File: src/rtl/rle_stream_encoder_pkg.sv
`default_nettype none
// ============================================================================
// Module      : jpeg_rle_pkg
// Description : Shared types and default constants for the JPEG run-length
//               stream encoder: FSM state encoding, default coefficient /
//               block / run parameters and derived symbol field widths.
// Revision    : 1.0 - initial release
// ============================================================================
package jpeg_rle_pkg;

    // Width helpers. A run field must hold 0..max_run; the index and
    // zero counters must hold 0..block_len-1.
    function automatic int rle_run_w(input int max_run);
        return (max_run < 1) ? 1 : $clog2(max_run + 1);
    endfunction

    function automatic int rle_idx_w(input int block_len);
        return (block_len < 2) ? 1 : $clog2(block_len);
    endfunction

    localparam int c_DEF_COEF_W    = 11;
    localparam int c_DEF_BLOCK_LEN = 64;
    localparam int c_DEF_MAX_RUN   = 15;
    localparam int c_DEF_RUN_W     = rle_run_w(c_DEF_MAX_RUN);
    localparam int c_DEF_IDX_W     = rle_idx_w(c_DEF_BLOCK_LEN);

    typedef enum logic [1:0] {
        ST_ACCEPT   = 2'd0,
        ST_EMIT_ZRL = 2'd1,
        ST_EMIT_SYM = 2'd2
    } rle_state_t;

endpackage
`default_nettype wire

File: src/rtl/rle_stream_encoder_if.sv
`default_nettype none
// ============================================================================
// Module      : rle_stream_encoder_if
// Description : Coefficient-in / symbol-out handshake bundle of the
//               run-length encoder.
//   in_valid / in_ready / in_coef : zigzag-ordered coefficient stream
//   out_valid / out_ready         : symbol handshake
//   out_run, out_value            : zero run and nonzero value
//   out_dc, out_zrl, out_eob      : symbol kind flags
//   out_last                      : final symbol of the current block
//   modport master : encoder side;  modport slave : producer/consumer side
// Revision    : 1.0 - initial release
// ============================================================================
interface rle_stream_encoder_if
    import jpeg_rle_pkg::*;
#(
    parameter int COEF_W = c_DEF_COEF_W,
    parameter int RUN_W  = c_DEF_RUN_W
) ();

    logic              in_valid;
    logic              in_ready;
    logic [COEF_W-1:0] in_coef;
    logic              out_valid;
    logic              out_ready;
    logic [RUN_W-1:0]  out_run;
    logic [COEF_W-1:0] out_value;
    logic              out_dc;
    logic              out_zrl;
    logic              out_eob;
    logic              out_last;

    modport master (
        input  in_valid, in_coef, out_ready,
        output in_ready, out_valid, out_run, out_value,
               out_dc, out_zrl, out_eob, out_last
    );

    modport slave (
        output in_valid, in_coef, out_ready,
        input  in_ready, out_valid, out_run, out_value,
               out_dc, out_zrl, out_eob, out_last
    );

endinterface
`default_nettype wire

File: src/rtl/rle_stream_encoder_sym_reg.sv
`default_nettype none
// ============================================================================
// Module      : rle_sym_reg
// Description : Output symbol register with valid/ready hold. A load always
//               wins (the encoder only loads when the slot is free or being
//               drained this cycle); otherwise valid clears on a handshake
//               and all fields hold while stalled.
//   clk, rst            : clock, asynchronous active-high reset
//   i_load              : capture a new symbol
//   i_ready             : downstream ready
//   i_run .. i_last     : symbol fields to capture
//   o_valid .. o_last   : registered symbol
// Revision    : 1.0 - initial release
// ============================================================================
module rle_sym_reg
    import jpeg_rle_pkg::*;
#(
    parameter int COEF_W = c_DEF_COEF_W,
    parameter int RUN_W  = c_DEF_RUN_W
) (
    input  wire logic              clk,
    input  wire logic              rst,
    input  wire logic              i_load,
    input  wire logic              i_ready,
    input  wire logic [RUN_W-1:0]  i_run,
    input  wire logic [COEF_W-1:0] i_value,
    input  wire logic              i_dc,
    input  wire logic              i_zrl,
    input  wire logic              i_eob,
    input  wire logic              i_last,
    output logic                   o_valid,
    output logic      [RUN_W-1:0]  o_run,
    output logic      [COEF_W-1:0] o_value,
    output logic                   o_dc,
    output logic                   o_zrl,
    output logic                   o_eob,
    output logic                   o_last
);

    always_ff @(posedge clk or posedge rst) begin
        if (rst) begin
            o_valid <= 1'b0;
            o_run   <= '0;
            o_value <= '0;
            o_dc    <= 1'b0;
            o_zrl   <= 1'b0;
            o_eob   <= 1'b0;
            o_last  <= 1'b0;
        end else if (i_load) begin
            o_valid <= 1'b1;
            o_run   <= i_run;
            o_value <= i_value;
            o_dc    <= i_dc;
            o_zrl   <= i_zrl;
            o_eob   <= i_eob;
            o_last  <= i_last;
        end else if (i_ready) begin
            o_valid <= 1'b0;
        end
    end

endmodule
`default_nettype wire

File: src/rtl/rle_stream_encoder.sv
`default_nettype none
// ============================================================================
// Module      : rle_stream_encoder
// Description : JPEG run-length encoder for quantised zigzag coefficients.
//               Emits (run, value) symbols, ZRL for each MAX_RUN+1 zeros that
//               precede a nonzero, and EOB when the block ends on a zero.
//   clk   : clock
//   reset : asynchronous active-high reset
//   bus   : rle_stream_encoder_if.master (coefficient in, symbol out)
// Revision    : 1.0 - initial release
// ============================================================================
module rle_stream_encoder
    import jpeg_rle_pkg::*;
#(
    parameter int COEF_W    = c_DEF_COEF_W,
    parameter int BLOCK_LEN = c_DEF_BLOCK_LEN,
    parameter int MAX_RUN   = c_DEF_MAX_RUN,
    parameter bit DC_BYPASS = 1'b1
) (
    input  wire logic             clk,
    input  wire logic             reset,
    rle_stream_encoder_if.master  bus
);

    localparam int RUN_W = rle_run_w(MAX_RUN);
    localparam int IDX_W = rle_idx_w(BLOCK_LEN);

    localparam logic [IDX_W-1:0] c_LAST_IDX = IDX_W'(BLOCK_LEN - 1);
    // Only used once zero_cnt exceeds MAX_RUN, which implies it fits IDX_W.
    localparam logic [IDX_W-1:0] c_ZRL_LEN  = IDX_W'(MAX_RUN + 1);
    localparam logic [RUN_W-1:0] c_RUN_MAX  = RUN_W'(MAX_RUN);

    rle_state_t         r_state;
    logic [IDX_W-1:0]   r_idx;
    logic [IDX_W-1:0]   r_zero_cnt;
    logic [COEF_W-1:0]  r_val;
    logic               r_last_pend;

    logic               w_in_fire;
    logic               w_out_fire;
    logic               w_blk_end;
    logic               w_is_dc;
    logic               w_coef_nz;
    logic               w_zc_big;
    logic [IDX_W-1:0]   w_zc_after;
    logic               w_after_big;

    logic               w_load;
    logic [RUN_W-1:0]   w_run;
    logic [COEF_W-1:0]  w_value;
    logic               w_dc;
    logic               w_zrl;
    logic               w_eob;
    logic               w_last;

    // Held low during reset so nothing is accepted before the FSM is live.
    assign bus.in_ready = !reset && (r_state == ST_ACCEPT) &&
                          (!bus.out_valid || bus.out_ready);

    assign w_in_fire   = bus.in_valid && bus.in_ready;
    assign w_out_fire  = bus.out_valid && bus.out_ready;
    assign w_blk_end   = (r_idx == c_LAST_IDX);
    assign w_is_dc     = DC_BYPASS && (r_idx == '0);
    assign w_coef_nz   = (bus.in_coef != '0);
    assign w_zc_big    = (int'(r_zero_cnt) > MAX_RUN);
    assign w_zc_after  = r_zero_cnt - c_ZRL_LEN;
    assign w_after_big = (int'(w_zc_after) > MAX_RUN);

    // Next symbol to load into the output register. In the EMIT states the
    // register is always full, so a handshake is exactly the free-slot event.
    always_comb begin
        w_load  = 1'b0;
        w_run   = '0;
        w_value = '0;
        w_dc    = 1'b0;
        w_zrl   = 1'b0;
        w_eob   = 1'b0;
        w_last  = 1'b0;
        case (r_state)
            ST_ACCEPT: begin
                if (w_in_fire) begin
                    if (w_is_dc) begin
                        w_load  = 1'b1;
                        w_value = bus.in_coef;
                        w_dc    = 1'b1;
                    end else if (!w_coef_nz) begin
                        // Trailing zeros collapse into EOB; pending ZRLs drop.
                        if (w_blk_end) begin
                            w_load = 1'b1;
                            w_eob  = 1'b1;
                            w_last = 1'b1;
                        end
                    end else if (w_zc_big) begin
                        w_load = 1'b1;
                        w_zrl  = 1'b1;
                        w_run  = c_RUN_MAX;
                    end else begin
                        w_load  = 1'b1;
                        w_run   = RUN_W'(r_zero_cnt);
                        w_value = bus.in_coef;
                        w_last  = w_blk_end;
                    end
                end
            end
            ST_EMIT_ZRL: begin
                if (w_out_fire) begin
                    w_load = 1'b1;
                    w_zrl  = 1'b1;
                    w_run  = c_RUN_MAX;
                end
            end
            ST_EMIT_SYM: begin
                if (w_out_fire) begin
                    w_load  = 1'b1;
                    w_run   = RUN_W'(r_zero_cnt);
                    w_value = r_val;
                    w_last  = r_last_pend;
                end
            end
            default: ;
        endcase
    end

    always_ff @(posedge clk or posedge reset) begin
        if (reset) begin
            r_state     <= ST_ACCEPT;
            r_idx       <= '0;
            r_zero_cnt  <= '0;
            r_val       <= '0;
            r_last_pend <= 1'b0;
        end else begin
            case (r_state)
                ST_ACCEPT: begin
                    if (w_in_fire) begin
                        r_idx <= w_blk_end ? '0 : r_idx + 1'b1;
                        if (w_is_dc) begin
                            r_zero_cnt <= '0;
                        end else if (!w_coef_nz) begin
                            r_zero_cnt <= w_blk_end ? '0 : r_zero_cnt + 1'b1;
                        end else if (w_zc_big) begin
                            // First ZRL goes out now; the value waits in r_val.
                            r_zero_cnt  <= w_zc_after;
                            r_val       <= bus.in_coef;
                            r_last_pend <= w_blk_end;
                            r_state     <= w_after_big ? ST_EMIT_ZRL : ST_EMIT_SYM;
                        end else begin
                            r_zero_cnt <= '0;
                        end
                    end
                end
                ST_EMIT_ZRL: begin
                    if (w_out_fire) begin
                        r_zero_cnt <= w_zc_after;
                        if (!w_after_big) begin
                            r_state <= ST_EMIT_SYM;
                        end
                    end
                end
                ST_EMIT_SYM: begin
                    if (w_out_fire) begin
                        r_zero_cnt <= '0;
                        r_state    <= ST_ACCEPT;
                    end
                end
                default: r_state <= ST_ACCEPT;
            endcase
        end
    end

    rle_sym_reg #(
        .COEF_W (COEF_W),
        .RUN_W  (RUN_W)
    ) u_sym_reg (
        .clk     (clk),
        .rst     (reset),
        .i_load  (w_load),
        .i_ready (bus.out_ready),
        .i_run   (w_run),
        .i_value (w_value),
        .i_dc    (w_dc),
        .i_zrl   (w_zrl),
        .i_eob   (w_eob),
        .i_last  (w_last),
        .o_valid (bus.out_valid),
        .o_run   (bus.out_run),
        .o_value (bus.out_value),
        .o_dc    (bus.out_dc),
        .o_zrl   (bus.out_zrl),
        .o_eob   (bus.out_eob),
        .o_last  (bus.out_last)
    );

endmodule
`default_nettype wire

File: src/flat_wrapper.sv
// flat-port wrapper written by rule: the top's interface ports become plain ports
module rle_stream_encoder_flat import jpeg_rle_pkg::*;
#(
    parameter int COEF_W    = c_DEF_COEF_W,
    parameter int BLOCK_LEN = c_DEF_BLOCK_LEN,
    parameter int MAX_RUN   = c_DEF_MAX_RUN,
    parameter bit DC_BYPASS = 1'b1
)
  (clk, reset, bus_in_valid, bus_in_coef, bus_out_ready, bus_in_ready, bus_out_valid, bus_out_run, bus_out_value, bus_out_dc, bus_out_zrl, bus_out_eob, bus_out_last);
  rle_stream_encoder_if #(.COEF_W(COEF_W), .RUN_W(4)) bus_i ();
  input  wire logic clk;
  input  wire logic reset;
  input wire logic [$bits(bus_i.in_valid)-1:0] bus_in_valid;
  input wire logic [$bits(bus_i.in_coef)-1:0] bus_in_coef;
  input wire logic [$bits(bus_i.out_ready)-1:0] bus_out_ready;
  output wire logic [$bits(bus_i.in_ready)-1:0] bus_in_ready;
  output wire logic [$bits(bus_i.out_valid)-1:0] bus_out_valid;
  output wire logic [$bits(bus_i.out_run)-1:0] bus_out_run;
  output wire logic [$bits(bus_i.out_value)-1:0] bus_out_value;
  output wire logic [$bits(bus_i.out_dc)-1:0] bus_out_dc;
  output wire logic [$bits(bus_i.out_zrl)-1:0] bus_out_zrl;
  output wire logic [$bits(bus_i.out_eob)-1:0] bus_out_eob;
  output wire logic [$bits(bus_i.out_last)-1:0] bus_out_last;
  assign bus_i.in_valid = bus_in_valid;
  assign bus_i.in_coef = bus_in_coef;
  assign bus_i.out_ready = bus_out_ready;
  assign bus_in_ready = bus_i.in_ready;
  assign bus_out_valid = bus_i.out_valid;
  assign bus_out_run = bus_i.out_run;
  assign bus_out_value = bus_i.out_value;
  assign bus_out_dc = bus_i.out_dc;
  assign bus_out_zrl = bus_i.out_zrl;
  assign bus_out_eob = bus_i.out_eob;
  assign bus_out_last = bus_i.out_last;
  rle_stream_encoder #(.COEF_W(COEF_W), .BLOCK_LEN(BLOCK_LEN), .MAX_RUN(MAX_RUN), .DC_BYPASS(DC_BYPASS)) u_core (.clk(clk), .reset(reset), .bus(bus_i));
endmodule
File: config.mk
export PLATFORM = sky130hd
export DESIGN_NAME = rle_stream_encoder_flat
export DESIGN_NICKNAME = d
export VERILOG_FILES = /design/src/rtl/rle_stream_encoder_pkg.sv /design/src/rtl/rle_stream_encoder_if.sv /design/src/rtl/rle_stream_encoder_sym_reg.sv /design/src/rtl/rle_stream_encoder.sv /design/src/flat_wrapper.sv
export SDC_FILE = /design/constraint.sdc
export NUM_CORES = 1
export LEC_CHECK = 0
export CAP_MARGIN = 20
export CORE_ASPECT_RATIO = 1.4
export CORE_MARGIN = 8
export CORE_UTILIZATION = 55
export CTS_CLUSTER_DIAMETER = 120
export DETAILED_ROUTE_END_ITERATION = 6
export PLACE_DENSITY = 0.8
export SLEW_MARGIN = 20
export SYNTH_ARGS = -nofsm -noshare
export SYNTH_HDL_FRONTEND = slang
export SYNTH_SLANG_ARGS = --single-unit
File: constraint.sdc
create_clock -name clk -period 2.88 [get_ports clk]
set_clock_uncertainty 0.1 [all_clocks]
set_input_delay 0.576 -clock clk [delete_from_list [all_inputs] [get_ports clk]]
set_output_delay 0.576 -clock clk [all_outputs]
set_load 0.01 [all_outputs]
==> flow_metrics.py, run 1 <==
metrics = {
    "outcome": {
        "outcome": "finished clean",
    },
    "final_layout": {
        "syn_to_final_growth_pct": 20.4,
        "n_fill_cell": 318,
        "drive_gt1_share_pct": 17.1,
        "final_core_util_pct": 69.3,
        "final_common_cell": "dfrtp_1",
        "finalNetCount": 311,
        "multi_input_area_sq_um": 1330,
        "seq_area_sq_um": 1150,
        "stdcell_area_sq_um": 3140,
        "layout_common_cells": "dfrtp_1, nand2_1, clkdlybuf4s50_1",
        "diodes": 0,
    },
    "floorplan": {
        "die_y_um": 97.5,
        "die_w_um": 74.2,
        "design.die.area_sq_um": 7240,
        "start_util_pct": 57.6,
        "coreArea_sq_um": 4540,
        "row_count": 29,
        "io_pins": 36,
    },
    "placed_design": {
        "dp_hpwl_mm": 4.37,
        "io_buffers": 35,
        "placedInstanceArea_sq_um": 3030,
        "dpl_worst_slack_ps": 21.0,
        "gp_congestion": 0.846,
    },
    "clock_tree": {
        "cts.repair.resized": 0,
        "postCtsSetupBuffers": 0,
        "clkSinkCount": 46,
        "cts_tree": "yes",
        "ctsHoldBuffers": 0,
        "worstSkewPairLatency_ps": 300,
        "clockBufferDepth": 2,
        "cts_made_buffers": 5,
        "clk_pin_slew_ps": 90,
        "cts-root-buf": "clkbuf_8",
        "cts.htree.levels": 2,
    },
    "grt": {
        "antenna_found_initial": 0,
        "overflow": 0,
        "grt_max_degree": 47,
        "grt_pass1_wl_mm": 10.1,
        "grt_util_all_layers_pct": 17.4,
        "grt_pass1_vias": 2090,
    },
    "sta": {
        "drv_slew": 0,
        "finalHoldViolCount": 0,
        "period_share_pct": 93.3,
        "whs_ps": 387,
        "fin_ws_ps": 192,
        "finalSetupViolCount": 0,
        "slew_headroom_pct": 61.8,
        "worstMarginPinSlew_ps": 573,
        "fmax_ghz": 0.372,
        "post-route-min-period_ps": 2690,
        "tns_ps": 0,
        "rsz0062_at_grt": "false",
    },
    "synthesis": {
        "postSynthAreaPerCell_sq_um": 10.7,
        "ys_ff_latch": 46,
        "ys.warnings.count": 0,
        "synth_area_leaders": "dfrtp_1, mux2_4, nand2_1",
        "async_flop_share_pct": 100,
        "synth_nets": 271,
        "ys_seq_area_share_pct": 44.1,
        "synth_edf_count": 0,
        "ys.flop_type": "dfrtp_1",
        "synth_area_sq_um": 2610,
        "synth_cell_type_count": 48,
        "synth_top_area_cell": "dfrtp_1",
        "yosysTopAreaCellShare_pct": 44.1,
        "syn_inst": 245,
    },
    "pwr": {
        "powerDensity_nw_per_um2": 864,
        "vdd.ir_drop.worst_uv": 519,
        "leakagePower_uw": 0.00140,
    },
    "worst_setup_path": {
        "startpoint_type": "primary input",
        "critPathRequiredTime_ps": 2200,
        "cp_max_fo": 7,
        "cp.arrival_ps": 2010,
        "crit_type": "in -> out",
        "endpoint_kind": "primary output",
    },
    "drt": {
        "drtIter0Drc": 160,
        "wl_per_cell_um": 17.0,
        "drt_pass1_iterations": 4,
        "ant_nets": 0,
        "routed-via-count": 2019,
        "route.detailed.drc": 0,
        "via_per_inst": 5.80,
        "routed_wl_mm": 5.93,
    },
    "flow_run": {
        "cap_violations": 0,
    },
    "min_path": {
        "worst_hold_path_type": "reg -> reg",
    },
}
[critical path: stages]
cell and delay, ps:
clkdlybuf4s50_1 600, nor2b_1 110, nor3_1 150, clkdlybuf4s50_1 570
[cells in the mapped netlist (2+ instances only)]
| cell type | number |
|---|---|
| and3_1 | 6 |
| a21oi_1 | 9 |
| nand3_1 | 8 |
| nor4_1 | 3 |
| inv_1 | 13 |
| a22o_1 | 10 |
| or2_2 | 2 |
| mux2_4 | 18 |
| o21ai_0 | 9 |
| o22ai_1 | 4 |
| clkbuf_1 | 2 |
| buf_6 | 5 |
| o311ai_1 | 2 |
| a211oi_1 | 2 |
| nor2_1 | 6 |
| ha_1 | 11 |
| nor2b_1 | 5 |
| nor3_1 | 3 |
| nand4_1 | 2 |
| dfrtp_1 | 46 |
| nand3_2 | 2 |
| o21a_1 | 2 |
| buf_2 | 3 |
| o41ai_1 | 2 |
| nor4b_1 | 2 |
| or3_1 | 2 |
| nand2_1 | 39 |
| xnor2_1 | 2 |
| nor4_4 | 2 |
| o31ai_1 | 2 |
| mux2i_1 | 4 |
[registers in the layout, summed over array words and instances (netlist names)]
name,count
u_core.u_sym_reg.o_value,11
u_core.r_state,2
u_core.u_sym_reg.o_valid,1
u_core.u_sym_reg.o_dc,1
u_core.u_sym_reg.o_eob,1
u_core.u_sym_reg.o_zrl,1
u_core.r_idx,6
u_core.u_sym_reg.o_run,4
u_core.r_val,11
u_core.r_last_pend,1
u_core.u_sym_reg.o_last,1
u_core.r_zero_cnt,6
[cells by family (layout without fill, tap and decap cells)]
family,count (synthesis),after routing,share of synthesized area (%)
fa+ha+maj,11,11,5.27
buf+inv,23,64,4.89
simple gates,89,89,18.6
mux,23,23,12.3
xor+xnor,2,2,0.671
compound gates,51,51,14.1
flops,46,46,44.1
[path summary, 6_finish.rpt]
kind,start,end,slack (ps),cells past startpoint
worst max-delay path,bus_out_ready,bus_in_ready,190,4
worst min-delay path,u_core.r_val[6],u_core.r_val[6],390,2
worst max register to register,u_core.r_state[0],u_core.u_sym_reg.o_run[0],570,8
worst min register to register,u_core.r_val[6],u_core.r_val[6],390,2
max in group asynchronous,reset,u_core.r_zero_cnt[0],1580,3
min in group asynchronous,reset,u_core.r_state[0],700,3
[layout make-up]
type	instances	area share (%)
multi-input cells	176	42.4
flip-flops and latches	46	36.6
repair buffers	43	13.5
well taps	62	2.47
clock buffers	6	2.31
inverters	13	1.55
clock inverters	2	1.19
[per-layer routing]
layer  vias to the layer above  share of wire, %  track usage, %
met2                        50                51            29.1
met1                      1005                43            21.2
met5                         -                 0               0
met3                         8               4.5            3.51
met4                         0               1.5            5.91
li1                        956                 -               -
[stage by stage]
stage / power [uW] / cells
2_1_floorplan: 1810 / 245
6_report: 2710 / 348
4_1_cts: 2720 / 348
5_1_grt: 2880 / 348
3_3_place_gp: 2190 / 340
3_5_place_dp: 2240 / 340
[where the power goes]
part	switching, uW	internal (uW)
Combinational	601	619
Clock	222	259
Sequential	162	852
Total	985	1730
(Power assumes the default switching activity.)
==> inputs of run 2 (changes only) <==
CORE_UTILIZATION = 30   (was 55)
PLACE_DENSITY = not set   (was 0.8)
==> run 2 against run 1 <==
Against the previous run: first-iteration DRC count is the same; highest routed layer unchanged; register-to-register slack better by 40 ps; combinational power about the same; largest cell class unchanged; clock power is 14% higher.
==> flow_metrics.py, run 2 (synthesis results as in run 1) <==
metrics = {
    "final_layout": {
        "diodes": 0,
        "drive_gt1_share_pct": 18.4,
        "final_core_util_pct": 38.1,
        "stdcell_area_sq_um": 3240,
        "final_common_cell": "dfrtp_1",
        "layout_common_cells": "dfrtp_1, nand2_1, clkdlybuf4s50_1",
        "syn_to_final_growth_pct": 24.2,
        "finalNetCount": 314,
        "reg.largest.list": "u_core.r_val (11), u_core.u_sym_reg.o_value (11)",
    },
    "worst_setup_path": {
        "endpoint_kind": "primary output",
        "crit-reg2reg-capture": "u_core.u_sym_reg.o_run[3]",
        "crit_type": "in -> out",
        "crit_path_start": "bus_out_ready",
        "cp.arrival_ps": 2090,
        "critPathRequiredTime_ps": 2200,
        "cp_max_fo": 7,
        "rrSetupSlack_ps": 610,
        "startpoint_type": "primary input",
        "crit_end": "bus_in_ready",
        "r2r_start": "u_core.r_state[0]",
        "r2r_cells": 9,
    },
    "pwr": {
        "powerDensity_nw_per_um2": 858,
        "power_uw": 2780,
        "vdd.ir_drop.worst_uv": 499,
        "leakagePower_uw": 0.00144,
    },
    "grt": {
        "grt_pass1_vias": 2010,
        "grt_pass1_wl_mm": 10.3,
        "overflow": 0,
        "grt_max_degree": 47,
        "antenna_found_initial": 0,
        "grt_util_all_layers_pct": 10.9,
    },
    "min_path": {
        "worst_hold_path_type": "reg -> reg",
    },
    "clock_tree": {
        "cts-root-buf": "clkbuf_16",
        "cts_made_buffers": 5,
        "worstSkewPairLatency_ps": 290,
        "cts_tree": "yes",
        "clk_pin_slew_ps": 60,
        "clkSinkCount": 46,
        "ctsHoldBuffers": 0,
        "postCtsSetupBuffers": 0,
        "clockBufferDepth": 2,
        "cts.htree.levels": 2,
        "cts.repair.resized": 0,
    },
    "floorplan": {
        "coreArea_sq_um": 8510,
        "row_count": 40,
        "design.die.area_sq_um": 12000,
        "start_util_pct": 30.7,
        "die_y_um": 126,
        "io_pins": 36,
        "die_w_um": 94.9,
    },
    "placed_design": {
        "gp_congestion": 0.841,
        "placedInstanceArea_sq_um": 3110,
        "io_buffers": 35,
        "dp_hpwl_mm": 4.58,
        "dpl_worst_slack_ps": 38.5,
    },
    "sta": {
        "post-route-min-period_ps": 2770,
        "drv_slew": 0,
        "fin_ws_ps": 113,
        "tns_ps": 0,
        "period_share_pct": 96.1,
        "worstMarginPinSlew_ps": 597,
        "fmax_ghz": 0.361,
        "finalHoldViolCount": 0,
        "slew_headroom_pct": 60.2,
        "finalSetupViolCount": 0,
        "rsz0062_at_grt": "false",
    },
    "drt": {
        "routed-via-count": 1949,
        "wl_per_cell_um": 15.9,
        "via_per_inst": 4.96,
        "drtIter0Drc": 160,
        "drt_pass1_iterations": 4,
        "routed_wl_mm": 6.25,
        "route.detailed.drc": 0,
        "ant_nets": 0,
    },
    "outcome": {
        "outcome": "finished clean",
    },
    "flow_run": {
        "cap_violations": 0,
    },
}
## run 2: worst min path at each step
stage | slack, ps | end | cells past startpoint | start
6_report | 380 | u_core.r_val[6] | 2 | u_core.r_val[6]
5_1_grt | 410 | u_core.r_val[5] | 2 | u_core.r_val[5]
4_1_cts | 380 | u_core.r_val[6] | 2 | u_core.r_val[6]
3_5_place_dp | 360 | u_core.r_val[6] | 2 | u_core.r_val[6]
3_3_place_gp | 360 | u_core.r_val[5] | 2 | u_core.r_val[5]
2_1_floorplan | 350 | u_core.r_val[9] | 2 | u_core.r_val[9]
## run 2: layout make-up
class	count	area, sq um
clock buffer	5	125
clock inverter	2	10.0
fill	832	5260
inverter	13	48.8
multi-input combinational	176	1330
sequential	46	1150
tap	105	131
timing repair buffer	46	445
## run 2: critical path, cell delays in order
cell,delay [ps]
clkdlybuf4s50_1,620
nor2b_1,100
nor3_1,210
clkdlybuf4s50_1,590
## run 2: layer usage
metal,wire length (um),share of wire (%),GRT usage (%),up-vias
met2,3090,49,17.9,45
met5,0,0,0,-
met4,136,2.2,4.61,0
met1,2630,42,12.6,932
met3,390,6.2,3.54,11
li1,-,-,-,961
## run 2: power breakdown
group          total [uW]  switching [uW]  internal, uW  leakage [uW]
clock network         549             235           313     0.0000694
registers            1010             158           854      0.000612
logic                1220             600           623      0.000757
total                2780             994          1790       0.00144
## run 2: per-stage QoR
stage | instances | hold WS (ps)
final | 393 | 375
after CTS | 393 | 379
after global routing | 393 | 406
after floorplan | 245 | 346
after detailed placement | 386 | 363
after global placement | 386 | 358
==> inputs of run 3 (changes only) <==
CAP_MARGIN = 40   (was 20)
==> results of run 3 <==
No change in the layout: final DEF, timing and power equal those of run 2.
